File: src/rtl/irq_enc_pkg.sv
// Shared constants and types for the 16-to-4 request encoder.
// The round-robin option is selected by IRQ_ENC_ROUND_ROBIN_EN in irq_enc16x4.
package irq_enc_pkg;

    localparam int unsigned N_REQ  = 16;
    localparam int unsigned CODE_W = 4;

    typedef logic [N_REQ-1:0]  req_vec_t;
    typedef logic [CODE_W-1:0] code_t;

    typedef enum logic [0:0] {
        StIdle,
        StHold
    } state_e;

    function automatic req_vec_t onehot(code_t c);
        req_vec_t v;
        v    = '0;
        v[c] = 1'b1;
        return v;
    endfunction

endpackage

File: src/rtl/prio_enc16x4.sv
// Combinational 16-to-4 priority encoder: searches downward from start,
// wrapping 0 -> 15, and returns the first set index.
module prio_enc16x4 (
    input  logic [15:0] vec,
    input  logic [3:0]  start,
    output logic [3:0]  code,
    output logic        any_o
);
    import irq_enc_pkg::*;

    code_t idx;

    always_comb begin
        code  = '0;
        any_o = 1'b0;
        idx   = '0;
        for (int unsigned i = 0; i < N_REQ; i++) begin
            idx = start - code_t'(i);
            if (!any_o && vec[idx]) begin
                code  = idx;
                any_o = 1'b1;
            end
        end
    end

endmodule

File: src/rtl/irq_enc16x4.sv
// Sequential 16-to-4 request encoder with sticky pending bits and a valid/ready output.
// Define IRQ_ENC_ROUND_ROBIN_EN for rotating priority; default is fixed highest-index-wins.
module irq_enc16x4 (
    input  logic        clk,
    input  logic        rst,
    input  logic [15:0] req_i,
    input  logic        ready_i,
    output logic        valid_o,
    output logic [3:0]  code_o,
    output logic [15:0] pending_o,
    output logic        lost_o
);
    import irq_enc_pkg::*;

    state_e   state_q, state_d;
    req_vec_t req_q, pending_q, pending_d;
    req_vec_t rise, clr, nxt;
    code_t    code_q, code_d, enc_code, start;
    logic     armed_q, lost_q, lost_d, any, accept;

    assign accept = (state_q == StHold) && ready_i;

    // The first edge after reset only samples req_i, so lines held high through
    // reset must fall and rise again before they count as a new event.
    assign rise      = armed_q ? (req_i & ~req_q) : '0;
    assign clr       = accept ? onehot(code_q) : '0;
    assign nxt       = pending_q & ~clr;
    assign pending_d = nxt | rise;
    assign lost_d    = |(rise & pending_q & ~clr);

`ifdef IRQ_ENC_ROUND_ROBIN_EN
    code_t ptr_q;

    // The accepted source drops to lowest priority already for the back-to-back pick.
    assign start = accept ? (code_q - 4'd1) : ptr_q;

    always_ff @(posedge clk or posedge rst) begin
        if (rst) begin
            ptr_q <= 4'hF;
        end else if (accept) begin
            ptr_q <= code_q - 4'd1;
        end
    end
`else
    assign start = 4'hF;
`endif

    prio_enc16x4 u_prio (
        .vec   (nxt),
        .start (start),
        .code  (enc_code),
        .any_o (any)
    );

    always_comb begin
        state_d = state_q;
        code_d  = code_q;
        unique case (state_q)
            StIdle: begin
                if (any) begin
                    code_d  = enc_code;
                    state_d = StHold;
                end
            end
            StHold: begin
                if (ready_i) begin
                    if (any) begin
                        code_d = enc_code;
                    end else begin
                        state_d = StIdle;
                    end
                end
            end
        endcase
    end

    always_ff @(posedge clk or posedge rst) begin
        if (rst) begin
            state_q   <= StIdle;
            req_q     <= '0;
            pending_q <= '0;
            code_q    <= '0;
            lost_q    <= 1'b0;
            armed_q   <= 1'b0;
        end else begin
            state_q   <= state_d;
            req_q     <= req_i;
            pending_q <= pending_d;
            code_q    <= code_d;
            lost_q    <= lost_d;
            armed_q   <= 1'b1;
        end
    end

    assign valid_o   = (state_q == StHold);
    assign code_o    = code_q;
    assign pending_o = pending_q;
    assign lost_o    = lost_q;

endmodule

File: config.mk
export PLATFORM = sky130hd
export DESIGN_NAME = irq_enc16x4
export DESIGN_NICKNAME = d
export VERILOG_FILES = /design/src/rtl/irq_enc_pkg.sv /design/src/rtl/prio_enc16x4.sv /design/src/rtl/irq_enc16x4.sv
export SDC_FILE = /design/constraint.sdc
export NUM_CORES = 1
export LEC_CHECK = 0
export CAP_MARGIN = 10
export CORE_ASPECT_RATIO = 0.7
export CORE_MARGIN = 1.5
export CORE_UTILIZATION = 45
export CTS_CLUSTER_DIAMETER = 60
export DETAILED_ROUTE_END_ITERATION = 6
export PLACE_DENSITY = 0.79
export SYNTH_ARGS = -nofsm -noshare
export SYNTH_HDL_FRONTEND = slang
export SYNTH_SLANG_ARGS = --single-unit
export TNS_END_PERCENT = 50
File: constraint.sdc
create_clock -name clk -period 2.2 [get_ports clk]
set_input_delay 0.44 -clock clk [delete_from_list [all_inputs] [get_ports clk]]
set_output_delay 0.44 -clock clk [all_outputs]
set_load 0.02 [all_outputs]
==> results of run 1 <==
==> flip-flops by register name, indices dropped and copies added (netlist names) <==
register   count
armed_q        1
code_o         4
lost_o         1
pending_o     16
req_q         16
valid_o        1
==> repair_timing <==
item                       4_1_cts  5_1_grt
resized for setup                1        9
setup endpoints to repair        6        4
pin swaps                        0        5
buffers inserted                 0        3
==> worst reg2reg max path: stages (launching register included) <==
cell and delay (ns):
dfrtp_1 0.49, buf_4 0.21, or2b_1 0.23, o21ai_0 0.11, nand3_1 0.20, nor4_4 0.40, a21boi_2 0.14, o22a_1 0.21
==> power by group through the flow <==
| stage | Combinational, mW | Sequential [mW] | Clock (mW) |
|---|---|---|---|
| finish | 1.24 | 1.03 | 0.629 |
| global route | 1.34 | 1.05 | 0.664 |
| floorplan | 0.516 | 1.13 | 0 |
| CTS | 1.18 | 1.02 | 0.640 |
| global placement | 1.16 | 1.02 | 0 |
| detailed placement | 1.17 | 1.03 | 0 |
==> cell usage in the layout, fill, tap and decap left out, types with 2 or more instances in the layout <==
cell and n:
a21o_1 4, a21oi_1 7, a22o_1 2, a22oi_1 2, and3_1 3, buf_4 29, clkbuf_8 6, clkdlybuf4s50_1 39
dfrtp_1 37, dfrtp_2 2, inv_1 7, nand2_1 21, nand2b_1 5, nand3_1 8, nand3b_1 10, nand4_1 2
nand4b_1 2, nor2b_1 8, nor3b_1 9, nor4_1 3, o21a_1 2, o21ai_0 12, o21ai_1 4, o31a_1 5
o31ai_1 2, or2_2 4, or3_1 2
==> kinds of logic after synthesis <==
family                 Yosys count  synth area share [%]
other                            1                 0.188
muxes                            1                 0.565
buffers and inverters           14                  3.20
AOI/OAI and AO/OA               54                  20.6
DFF                             39                  49.0
and+or+nand+nor                 84                  26.4
==> cell usage after synthesis, types with 2 or more instances <==
library cell | n | area share (%)
or3_1 | 2 | 0.63
buf_4 | 2 | 0.75
nor4_1 | 3 | 0.94
o31a_1 | 5 | 2.2
or2_2 | 4 | 1.3
buf_2 | 3 | 0.75
nor3b_1 | 9 | 3.4
o21ai_1 | 3 | 0.75
nand2b_1 | 5 | 1.6
dfrtp_1 | 39 | 49
nand2_1 | 21 | 4.0
nand4bb_1 | 2 | 1.1
nand3b_1 | 10 | 3.8
o21ai_0 | 13 | 3.3
nand3_1 | 8 | 2.0
o31ai_1 | 2 | 0.75
nand4_1 | 2 | 0.63
a22o_1 | 2 | 0.88
inv_1 | 7 | 1.3
clkbuf_1 | 2 | 0.38
nand4b_1 | 2 | 0.88
o21a_1 | 2 | 0.75
and3_1 | 3 | 0.94
a22oi_1 | 3 | 1.1
a21oi_1 | 7 | 1.8
a21o_1 | 4 | 1.5
nor2b_1 | 8 | 2.5
==> cell type report <==
cell class | instances | area, um^2 | share of cell area (%)
Inverter | 7 | 26.3 | 0.940
Tap cell | 55 | 68.8 | 2.46
Multi-Input combinational cell | 140 | 976 | 34.9
Sequential cell | 39 | 978 | 35.0
Clock buffer | 6 | 82.6 | 2.95
Timing Repair Buffer | 70 | 624 | 22.3
Clock inverter | 2 | 38.8 | 1.39
==> per-layer routing <==
metal	share of wire, %	track usage, %	up-vias
li1	-	-	851
met1	49	33.5	856
met2	43	31.2	64
met3	7.1	4.34	7
met4	0.65	5.95	0
met5	0	0	-
==> worst max path at each step <==
stage / start / to / slack (ns)
global placement: ready_i / code_o[1]$_DFFE_PP0P_ / -0.45
finish: code_o[2]$_DFFE_PP0P_ / code_o[1]$_DFFE_PP0P_ / 0.11
floorplan: code_o[2]$_DFFE_PP0P_ / code_o[0]$_DFFE_PP0P_ / 0.18
global route: code_o[2]$_DFFE_PP0P_ / code_o[0]$_DFFE_PP0P_ / -0.006
CTS: ready_i / code_o[1]$_DFFE_PP0P_ / 0.04
detailed placement: ready_i / code_o[1]$_DFFE_PP0P_ / -0.53
==> stage by stage <==
step           instance area [um^2]  setup WS [ns]  hold WS (ns)  instances  utilization [%]
2_1_floorplan                  1990          0.178         0.471        193                -
3_3_place_gp                   2630         -0.450         0.503        308             61.0
3_5_place_dp                   2630         -0.525         0.507        308             61.0
4_1_cts                        2750         0.0365         0.519        316             63.8
5_1_grt                        2800       -0.00594         0.535        319             64.9
6_report                       2800          0.111         0.515        319             64.9
==> results.toml, run 1 <==
[layout]
diodes = 0
drive_above_1_share_pct = 21.6
fin_nets = 282
fill_cells = 359
area_growth_pct = 40.3

[placed_design]
io_buffers = 40
gp_congestion = 0.951
post-dp-hpwl_um = 3650

[worst_setup_path]
slowest_delay_ns = 0.49
critPathArrivalTime_ns = 2.27
critPathBufInv = 1
path_cells = "buf_4, or2b_1, o21ai_0, nand3_1, nor4_4, a21boi_2, o22a_1"
worstRegToRegCells = 7
critPathTopFamily = "simple AND/OR/NAND/NOR gates"
regToRegSetupSlack_ns = 0.11
path_class = "flop to flop"
critical_path_required_ns = 2.38
crit_fanout = 7
cp.depth = 7
cp_slowest_cell = "dfrtp_1"
worstSetupEndpointType = "flop"
r2r_end = "code_o[1]$_DFFE_PP0P_"
setup.worst_path.start_class = "flop"
timing.rr.start = "code_o[2]$_DFFE_PP0P_"

[clock_network]
cts-root-buf = "clkbuf_8"
insertion_delay_ns = 0.29
cts_tree = "done"
clkTransAtPathRegs_ns = 0.08
hold_buffers = 0
cts-htree-levels = 2
clock_sinks = 39
cts_max_path_buffers = 2
numCtsBuffers = 5

[timing]
setup_violations = 0
fin_skew_ns = 0.00625
setup_tns_ns = 0
worst_pin_slew_ns = 0.598
drv_slew = 0
final_hold_viol_count = 0
max_slew_margin_pct = 60.1
period_share_pct = 94.9
fin_crit_ns = 2.09
timing.fmax_ghz = 0.479

[die]
rows = 20
core_area_um2 = 4300
die_x_um = 82.5
io_pins = 41
die_y_um = 58.7
die_area_um2 = 4840
initial_core_util_pct = 46.3

[status]
outcome = "complete, no violations"

[pwr]
power_mw = 2.89
p_int_mw = 1.85
clkPwrFrac_pct = 21.7
power_frac_seq_pct = 35.5
switchingPower_mw = 1.04
swShare_pct = 35.9
vdd_drop_max_uv = 471
p_leak_nw = 1.18
pwr-share-comb_pct = 42.7
p_per_area_nw_per_um2 = 1040

[detailed_routing]
drtPass1Iterations = 4
wl_um = 4940
num_vias = 1778
via_per_inst = 5.57
drt_first_iter_violations = 167
drc = 0
wl_per_cell_um = 15.5
ant_nets = 0

[worst_hold_path]
whs_path_depth = 2
hold_path.class = "flop to flop"
hold_end = "pending_o[0]$_DFF_PP0_"
min_from = "req_q[0]$_DFF_PP0_"

[synthesis]
synth_edf_count = 0
ys_ff_latch = 39
seq_area_frac_synth_pct = 49.0
syn_inst = 193
ys_warn_count = 0
synth_cell_type_count = 47
synth_ff_type = "dfrtp_1"
synth_area_per_cell_um2 = 10.3
async_reset_ff_share_pct = 100
synthesis.area_um2 = 1990
synth_fp_nets = 212

[global_routing]
grt_pass1_wl_um = 7730
grt_max_degree = 40
grt_util_all_layers_pct = 21.8
antenna_found_initial = 0
grt_overflow = 0
grt_pass1_vias = 1603

[flow_run]
max_cap_violations = 0
Note: power is estimated with default switching activity, not from simulation.
==> inputs of run 2 (changes only) <==
--- a/config.mk
+++ b/config.mk
@@ -5,7 +5,6 @@
 export SDC_FILE = /design/constraint.sdc
 export NUM_CORES = 1
 export LEC_CHECK = 0
-export CAP_MARGIN = 10
 export CORE_ASPECT_RATIO = 0.7
 export CORE_MARGIN = 1.5
 export CORE_UTILIZATION = 45
==> results of run 2 <==
No change in the layout: final DEF, timing and power equal those of run 1.
